<file path="src/rtl/btb_predictor.sv">
// btb_predictor
//   Direct-mapped fetch-stage branch target buffer with 2-bit saturating
//   direction counters and return-address-stack hooks.
//
// Ports
//   clk, reset        rising-edge clock, asynchronous active-high reset
//   fetch_pc          PC being fetched; lookup is combinational
//   ras_top/ras_valid return-address-stack top and non-empty flag
//   pred_next_pc      predicted next fetch PC
//   pred_taken        prediction redirects away from fetch_pc+4
//   pred_hit          valid entry with matching tag
//   pred_type         00 branch, 01 jump, 10 call, 11 return
//   ras_push_req      hit on a call; the RAS pushes fetch_pc+4
//   ras_pop_req       hit on a return while the RAS is non-empty
//   upd_*             training write from execute, applied on the clock edge
module btb_predictor #(
  parameter int XLEN       = 32,
  parameter int INDEX_BITS = 6,
  parameter int TAG_BITS   = XLEN - INDEX_BITS - 2
) (
  input  logic            clk,
  input  logic            reset,
  input  logic [XLEN-1:0] fetch_pc,
  input  logic [XLEN-1:0] ras_top,
  input  logic            ras_valid,
  output logic [XLEN-1:0] pred_next_pc,
  output logic            pred_taken,
  output logic            pred_hit,
  output logic [1:0]      pred_type,
  output logic            ras_push_req,
  output logic            ras_pop_req,
  input  logic            upd_en,
  input  logic [XLEN-1:0] upd_pc,
  input  logic [XLEN-1:0] upd_target,
  input  logic            upd_taken,
  input  logic [1:0]      upd_type
);

  localparam int         ENTRIES     = 1 << INDEX_BITS;
  localparam logic [1:0] TYPE_BRANCH = 2'b00;
  localparam logic [1:0] TYPE_JUMP   = 2'b01;
  localparam logic [1:0] TYPE_CALL   = 2'b10;

  logic [ENTRIES-1:0]  valid_q;
  logic [1:0]          ctr_q    [ENTRIES];
  logic [TAG_BITS-1:0] tag_q    [ENTRIES];
  logic [XLEN-1:0]     target_q [ENTRIES];
  logic [1:0]          type_q   [ENTRIES];

  // Instructions are word aligned; the two low PC bits never select anything.
  logic unused_pc_lsbs;
  assign unused_pc_lsbs = ^{fetch_pc[1:0], upd_pc[1:0]};

  // ---------------------------------------------------------------- lookup
  logic [INDEX_BITS-1:0] fetch_idx;
  logic [TAG_BITS-1:0]   fetch_tag;
  logic [XLEN-1:0]       fetch_seq_pc;
  logic                  fetch_hit;

  assign fetch_idx    = fetch_pc[INDEX_BITS+1:2];
  assign fetch_tag    = fetch_pc[XLEN-1:INDEX_BITS+2];
  assign fetch_seq_pc = fetch_pc + XLEN'(4);
  // Gating with reset makes the outputs fall to the miss case the moment
  // reset rises, without waiting for the table clear to propagate.
  assign fetch_hit    = !reset && valid_q[fetch_idx] && (tag_q[fetch_idx] == fetch_tag);

  always_comb begin
    pred_next_pc = fetch_seq_pc;
    pred_taken   = 1'b0;
    pred_hit     = fetch_hit;
    pred_type    = 2'b00;
    ras_push_req = 1'b0;
    ras_pop_req  = 1'b0;
    if (fetch_hit) begin
      pred_type = type_q[fetch_idx];
      case (type_q[fetch_idx])
        TYPE_BRANCH: begin
          if (ctr_q[fetch_idx][1]) begin
            pred_taken   = 1'b1;
            pred_next_pc = target_q[fetch_idx];
          end
        end
        TYPE_JUMP: begin
          pred_taken   = 1'b1;
          pred_next_pc = target_q[fetch_idx];
        end
        TYPE_CALL: begin
          pred_taken   = 1'b1;
          pred_next_pc = target_q[fetch_idx];
          ras_push_req = 1'b1;
        end
        default: begin
          // Return: the stored target is ignored, the RAS supplies it.
          if (ras_valid) begin
            pred_taken   = 1'b1;
            pred_next_pc = ras_top;
            ras_pop_req  = 1'b1;
          end
        end
      endcase
    end
  end

  // ---------------------------------------------------------------- update
  logic [INDEX_BITS-1:0] upd_idx;
  logic [TAG_BITS-1:0]   upd_tag;
  logic                  upd_tag_hit;
  logic                  upd_write;
  logic [1:0]            upd_ctr_cur;
  logic [1:0]            upd_ctr_next;

  assign upd_idx     = upd_pc[INDEX_BITS+1:2];
  assign upd_tag     = upd_pc[XLEN-1:INDEX_BITS+2];
  assign upd_tag_hit = valid_q[upd_idx] && (tag_q[upd_idx] == upd_tag);
  // Not-taken results never allocate an entry.
  assign upd_write   = upd_en && (upd_tag_hit || upd_taken);
  assign upd_ctr_cur = ctr_q[upd_idx];

  always_comb begin
    upd_ctr_next = upd_ctr_cur;
    if (upd_tag_hit) begin
      if (upd_type == TYPE_BRANCH) begin
        if (upd_taken) begin
          if (upd_ctr_cur != 2'b11) upd_ctr_next = upd_ctr_cur + 2'd1;
        end else begin
          if (upd_ctr_cur != 2'b00) upd_ctr_next = upd_ctr_cur - 2'd1;
        end
      end else begin
        upd_ctr_next = 2'b11;
      end
    end else begin
      // Fresh allocation: branches start weakly taken, others strongly.
      upd_ctr_next = (upd_type == TYPE_BRANCH) ? 2'b10 : 2'b11;
    end
  end

  // Tag, target and type hold their contents across reset; only valid and
  // the counters are cleared. Keeping everything in one process also drops
  // any update that lands on an edge while reset is high.
  always_ff @(posedge clk or posedge reset) begin
    if (reset) begin
      valid_q <= '0;
      for (int i = 0; i < ENTRIES; i++) ctr_q[i] <= 2'b01;
    end else if (upd_write) begin
      valid_q[upd_idx]  <= 1'b1;
      ctr_q[upd_idx]    <= upd_ctr_next;
      tag_q[upd_idx]    <= upd_tag;
      target_q[upd_idx] <= upd_target;
      type_q[upd_idx]   <= upd_type;
    end
  end

endmodule

</file>
<file path="config.mk">
export PLATFORM = sky130hd
export DESIGN_NAME = btb_predictor
export DESIGN_NICKNAME = d
export VERILOG_FILES = /design/src/rtl/btb_predictor.sv
export SDC_FILE = /design/constraint.sdc
export NUM_CORES = 2
export LEC_CHECK = 0
export BUFFER_PORTS_ARGS = -buffer_cell sky130_fd_sc_hd__buf_2
export CAP_MARGIN = 20
export CORE_MARGIN = 5
export CORE_UTILIZATION = 50
export CTS_CLUSTER_DIAMETER = 60
export DETAILED_ROUTE_END_ITERATION = 10
export PLACE_DENSITY_LB_ADDON = 0.08
export SYNTH_ARGS = -nofsm -noshare
export SYNTH_HDL_FRONTEND = slang
export SYNTH_SLANG_ARGS = --single-unit
</file>
<file path="constraint.sdc">
create_clock -name clk -period 12.8 [get_ports clk]
set_input_delay 1.28 -clock clk [delete_from_list [all_inputs] [get_ports clk]]
set_output_delay 1.28 -clock clk [all_outputs]
set_load 0.02 [all_outputs]
</file>
### Yosys cells after proc, flatten, opt, wreduce, memory -nomap -nowiden

Memories as Yosys holds them, arrays and structs flattened.
Index checks and enable logic that the tools add are counted.

* reductions and logical operators: 14
* equal/unequal tests: 5
* magnitude comparators: 6
* mux-type cells: 36
* bitwise logic cells: 3
* add/subtract/negate cells: 3

Operator list (count)
* $bwmux W128: 1
* $mux W32: 3
* $or A64 B64 Y64: 1
* $pmux W32 S2: 1
* $eq A24 B24 Y1: 2
* $add A32 B3 Y32 const B: 1
* $bmux W2 S6: 2
* $mux W2: 11
* $ge A7 B7 Y1 const B: 2
* $lt A6 B7 Y1 const B: 2
* $not A6 Y7: 2
* $mux W1: 13
* $bmux W1 S6: 2
* $demux W2 S6: 1
* $logic_and A1 B1 Y1: 7
* $lt A7 B1 Y1 const B: 1
* $demux W1 S6: 1
* $ge A6 B1 Y1 const B: 1
* $logic_not A2 Y1: 2
* $reduce_or A3 Y1: 1
* $add A2 B1 Y2 const B: 1
* $eq A2 B1 Y1 const B: 1
* $eq A2 B2 Y1 const B: 1
* $ne A2 B2 Y1 const B: 1
* other kinds (6): 6

* bits in registers: 192
* word-level logic and storage cells: 135
* RAM bits: 3712
* memories kept: 3

Memories
* target_q: words 64, width 32, read ports 1, clocked after Yosys merged registers in 0, wr ports 1, line 47 `logic [XLEN-1:0] target_q [ENTRIES];`
* tag_q: words 64, width 24, read ports 2, clocked after Yosys merged registers in 0, wr ports 1, line 46 `logic [TAG_BITS-1:0] tag_q [ENTRIES];`
* type_q: words 64, width 2, read ports 1, clocked after Yosys merged registers in 0, wr ports 1, line 48 `logic [1:0] type_q [ENTRIES];`

### Logic depth before layout (Yosys ltp)

* depth after elaboration: 10
* mapped depth: 20

### Worst setup path before layout

Ideal clock, no wire load.

* path kind: input to register
* start point: in reset
* end point: mem tag_q[10][0] (netlist bit), enable pin
* library setup time: 0.545 ns
* required time: 12.255 ns
* arrival: 10.699 ns
* buffers on the path: 1
* stages on the path: 4
* setup slack: 1.556 ns
* path through: inv_1 > o211ai_1 > clkbuf_1 > nor3_1

* cells in the longest elaborated chain, start to end: 3

Ends and longest elaborated chain
* from (decl): line 22 `input logic reset,`
* $logic_not A1 Y1 (no source line)
* $logic_and A1 B1 Y1 (implied by the code): line 147 `tag_q[upd_idx] <= upd_tag;`
* $mux W1 (implied by the code): line 147
* to (decl): line 46

Every way passes these cells.

### Worst setup path in the final report

* start point: in fetch_pc[3]
* end point: out pred_next_pc[8]

* cells in the longest elaborated chain, start to end: 7
* elaborated cells on any way between the ends: 21
* classes of those cells: add/sub (1); eq/ne (3); mux (9); bitwise (1); reduce/logical (4); memory (3)

Ends and longest elaborated chain
* from (decl): line 23 `input logic [XLEN-1:0] fetch_pc,`
* parallel branches: the longest is 6 deep, another holds $add A32 B3 Y32
* $mux W32 (*): line 74 `if (fetch_hit) begin`
* to (decl): line 26 `output logic [XLEN-1:0] pred_next_pc,`

Every way passes the cells marked *. The select of a mux whose other input is x is not followed.

==> flow_metrics.py <==
metrics = {
    "placed_design": {
        "pre_cts_slack_ns": 3.635,
        "port_buffers": 170,
        "place_area_sq_um": 172300,
        "hpwl_mm": 306.8,
        "gp_congestion": 0.8690,
    },
    "sta": {
        "hold_viol": 0,
        "setup_viol": 0,
        "rsz0062_at_grt": "no",
        "skew_ns": 0.08728,
        "period_needed_ns": 9.248,
        "finalCritPeriodShare_pct": 72.25,
        "slew_viol_final": 0,
        "maxSlewHeadroom_pct": 18.07,
        "max_freq_ghz": 0.1081,
        "fin_setup_tns_ns": 0,
        "worst_slack_ns": 3.552,
        "worstMarginPinSlew_ns": 1.229,
    },
    "power": {
        "power_density_nw_per_um2": 153.3,
        "cellLeakagePower_nw": 59.43,
        "worst_ir_drop_vdd_v": 0.0001286,
    },
    "synth": {
        "synth.cell_area_sq_um": 165200,
        "synth_edf_count": 3712,
        "ys_types": 76,
        "synth.area.top_cells": "edfxtp_1, mux4_2, dfrtp_1, mux2_2, mux2i_1",
        "syn_nets": 7875,
        "avgSynthCellArea_sq_um": 21.35,
        "synth.top_cell.area_share_pct": 67.49,
        "ys_seq_elements": 3904,
        "synth_ff_type": "edfxtp_1",
        "yosysSeqAreaShare_pct": 70.45,
        "yosysTopAreaCell": "edfxtp_1",
        "syn_inst": 7736,
        "ys.warnings.count": 0,
        "synthArstFlopShare_pct": 4.918,
    },
    "setup_path": {
        "critical_path_class": "in -> out",
        "r2r_end": "target_q[19][28]",
        "r2r_setup_slack_ns": 6.60,
        "crit_path_max_fanout": 76,
        "critPathLaunchType": "input pin",
        "cpPeakStageDelay_ns": 0.85,
        "crit_start": "fetch_pc[3]",
        "r2r_cells": 14,
        "endpoint": "pred_next_pc[8]",
        "worstReg2RegStart": "tag_q[6][4]",
        "crit_path_end_kind": "output port",
        "crit_required_ns": 11.52,
        "crit_arrival_ns": 7.97,
        "worstPathCellList": "buf_8 -> buf_4 -> buf_4 -> mux4_2 -> mux4_2 -> mux4_2 -> xnor2_1 -> nand3_1 -> nor4_2 -> buf_4 -> and3_2 -> o21a_1 -> o21ai_0 -> buf_2",
        "crit_path_top_delay_cell": "buf_4",
    },
    "cells_and_area": {
        "syn2layout_area_growth_pct": 12.89,
        "final_net_count": 8234,
        "drive_above_1_share_pct": 35.32,
        "final_cell_mix": "edfxtp_1, mux4_2, clkbuf_16, buf_4, mux2i_1",
        "finalInstanceArea_sq_um": 186400,
        "fillers": 24330,
        "final_common_cell": "edfxtp_1",
    },
    "clocking": {
        "hold_buffers": 0,
        "h-tree-depth": 5,
        "cts_tree": "built",
        "postCtsSetupBuffers": 0,
        "cts_buffers": 426,
        "clockBufferDepth": 4,
        "clkTransAtPathRegs_ns": 0.06,
        "clkLatencyLatePin_ns": 1.00,
        "numClockSinks": 3904,
        "post_cts_resized": 0,
        "cts_root_buf": "clkbuf_16",
    },
    "global_routing": {
        "grt_max_degree": 131,
        "antenna_found_initial": 45,
        "grt_pass1_vias": 90770,
        "grt_pass1_wl_mm": 759.4,
        "grt_remaining_overflow": 0,
        "grt_usage_pct": 32.36,
    },
    "floorplanning": {
        "fp.dieW_um": 584.7,
        "core_sq_um": 329700,
        "ios": 173,
        "start_util_pct": 50.09,
        "die-area_sq_um": 341900,
        "fp.dieH_um": 584.7,
        "rows": 211,
    },
    "routing": {
        "first_pass_iters": 11,
        "wl_mm": 558.2,
        "viasPerCell": 7.207,
        "drcViolationCount": 1,
        "wl_per_cell_um": 43.47,
        "ant_nets": 0,
        "vias": 92540,
        "drtIter0Drc": 13950,
    },
    "outcome": {
        "failed_checks": "design-rule violations",
        "status": "complete, but fails checks",
    },
    "flow_run": {
        "maxCapViolCount": 0,
    },
    "worst_hold_path": {
        "hold_path_class": "in -> async",
    },
}
how the worst min path moves through the flow:
| stage | from | endpoint | slack, ns | depth (start not counted) |
|---|---|---|---|---|
| after global placement | valid_q[20] | valid_q[20] | 0.45 | 2 |
| after CTS | reset | ctr_q[47] | 0.32 | 2 |
| after detailed placement | valid_q[20] | valid_q[20] | 0.47 | 2 |
| final | reset | ctr_q[47] | 0.36 | 2 |
| after floorplan | valid_q[20] | valid_q[20] | 0.43 | 2 |
| after global routing | reset | ctr_q[47] | 0.36 | 2 |
area by class of cell:
cell class                 instances  area, sq um  share of cell area (%)
multi-input combinational       3240        46680                   25.04
clock buffer                     526        11210                   6.014
inverter                          17        93.84                 0.05033
timing repair buffer             506         3714                   1.992
tap                             4366         5463                   2.930
antenna                           22        55.05                 0.02953
clock inverter                   259         2877                   1.543
sequential                      3904       116400                   62.40
report_power, final:
group          internal (mW)  switching [mW]
combinational          0.779            1.21
sequential              14.1          0.0630
clock                   7.28            5.13
per-stage QoR:
| step | power [mW] | cells | util [%] | hold slack, ns |
|---|---|---|---|---|
| 2_1_floorplan | 15.58 | 7736 | - | 0.4348 |
| 6_report | 28.58 | 12840 | 56.54 | 0.3557 |
| 5_1_grt | 29.37 | 12820 | 56.53 | 0.3620 |
| 3_5_place_dp | 16.40 | 12030 | 52.24 | 0.4688 |
| 4_1_cts | 28.70 | 12820 | 56.52 | 0.3158 |
| 3_3_place_gp | 16.37 | 12030 | 52.23 | 0.4543 |
sequential cells by signal, indices dropped and copies added, names as in the netlist:
| register | count |
|---|---|
| ctr_q | 128 |
| target_q | 2048 |
| valid_q | 64 |
| type_q | 128 |
| tag_q | 1536 |
layer usage:
| metal | vias up | wire, um | global-route usage, % |
|---|---|---|---|
| li1 | 34410 | - | - |
| met1 | 50300 | 208000 | 44.62 |
| met2 | 6414 | 258400 | 49.71 |
| met3 | 1409 | 61640 | 7.581 |
| met4 | 10 | 30030 | 14.69 |
| met5 | - | 63 | 0 |
critical path: cells and delay by family:
kind / cells / cell delay, ns
buffers and inverters: 5 / 2.44
muxes: 3 / 1.62
and+or+nand+nor: 3 / 1.17
AOI/OAI and AO/OA: 2 / 0.86
xor gates and xnor gates: 1 / 0.21
synthesized netlist by cell type (all sizes together), types with 19 or more instances:
cell	n
nand2b	70
a22o	51
nor2	62
buf	325
o21ai	83
dfstp	64
mux2	217
and3	19
o22ai	109
edfxtp	3712
mux2i	213
a211oi	22
nand3	88
mux4	1420
nand2	121
nor3	75
clkbuf	250
a221oi	167
xor2	35
nor4	22
xnor2	41
a221o	72
a22oi	85
dfrtp	128
a21oi	73
cell families after synthesis:
| kind of cell | Yosys count | synth area share (%) |
|---|---|---|
| AOI/OAI and AO/OA | 761 | 3.468 |
| xor gates and xnor gates | 76 | 0.4030 |
| adders and majority gates | 5 | 0.03637 |
| buffers and inverters | 592 | 1.583 |
| DFF | 3904 | 70.45 |
| muxes | 1850 | 22.14 |
| and+or+nand+nor | 548 | 1.924 |
Note: power is estimated with default switching activity, not from simulation.
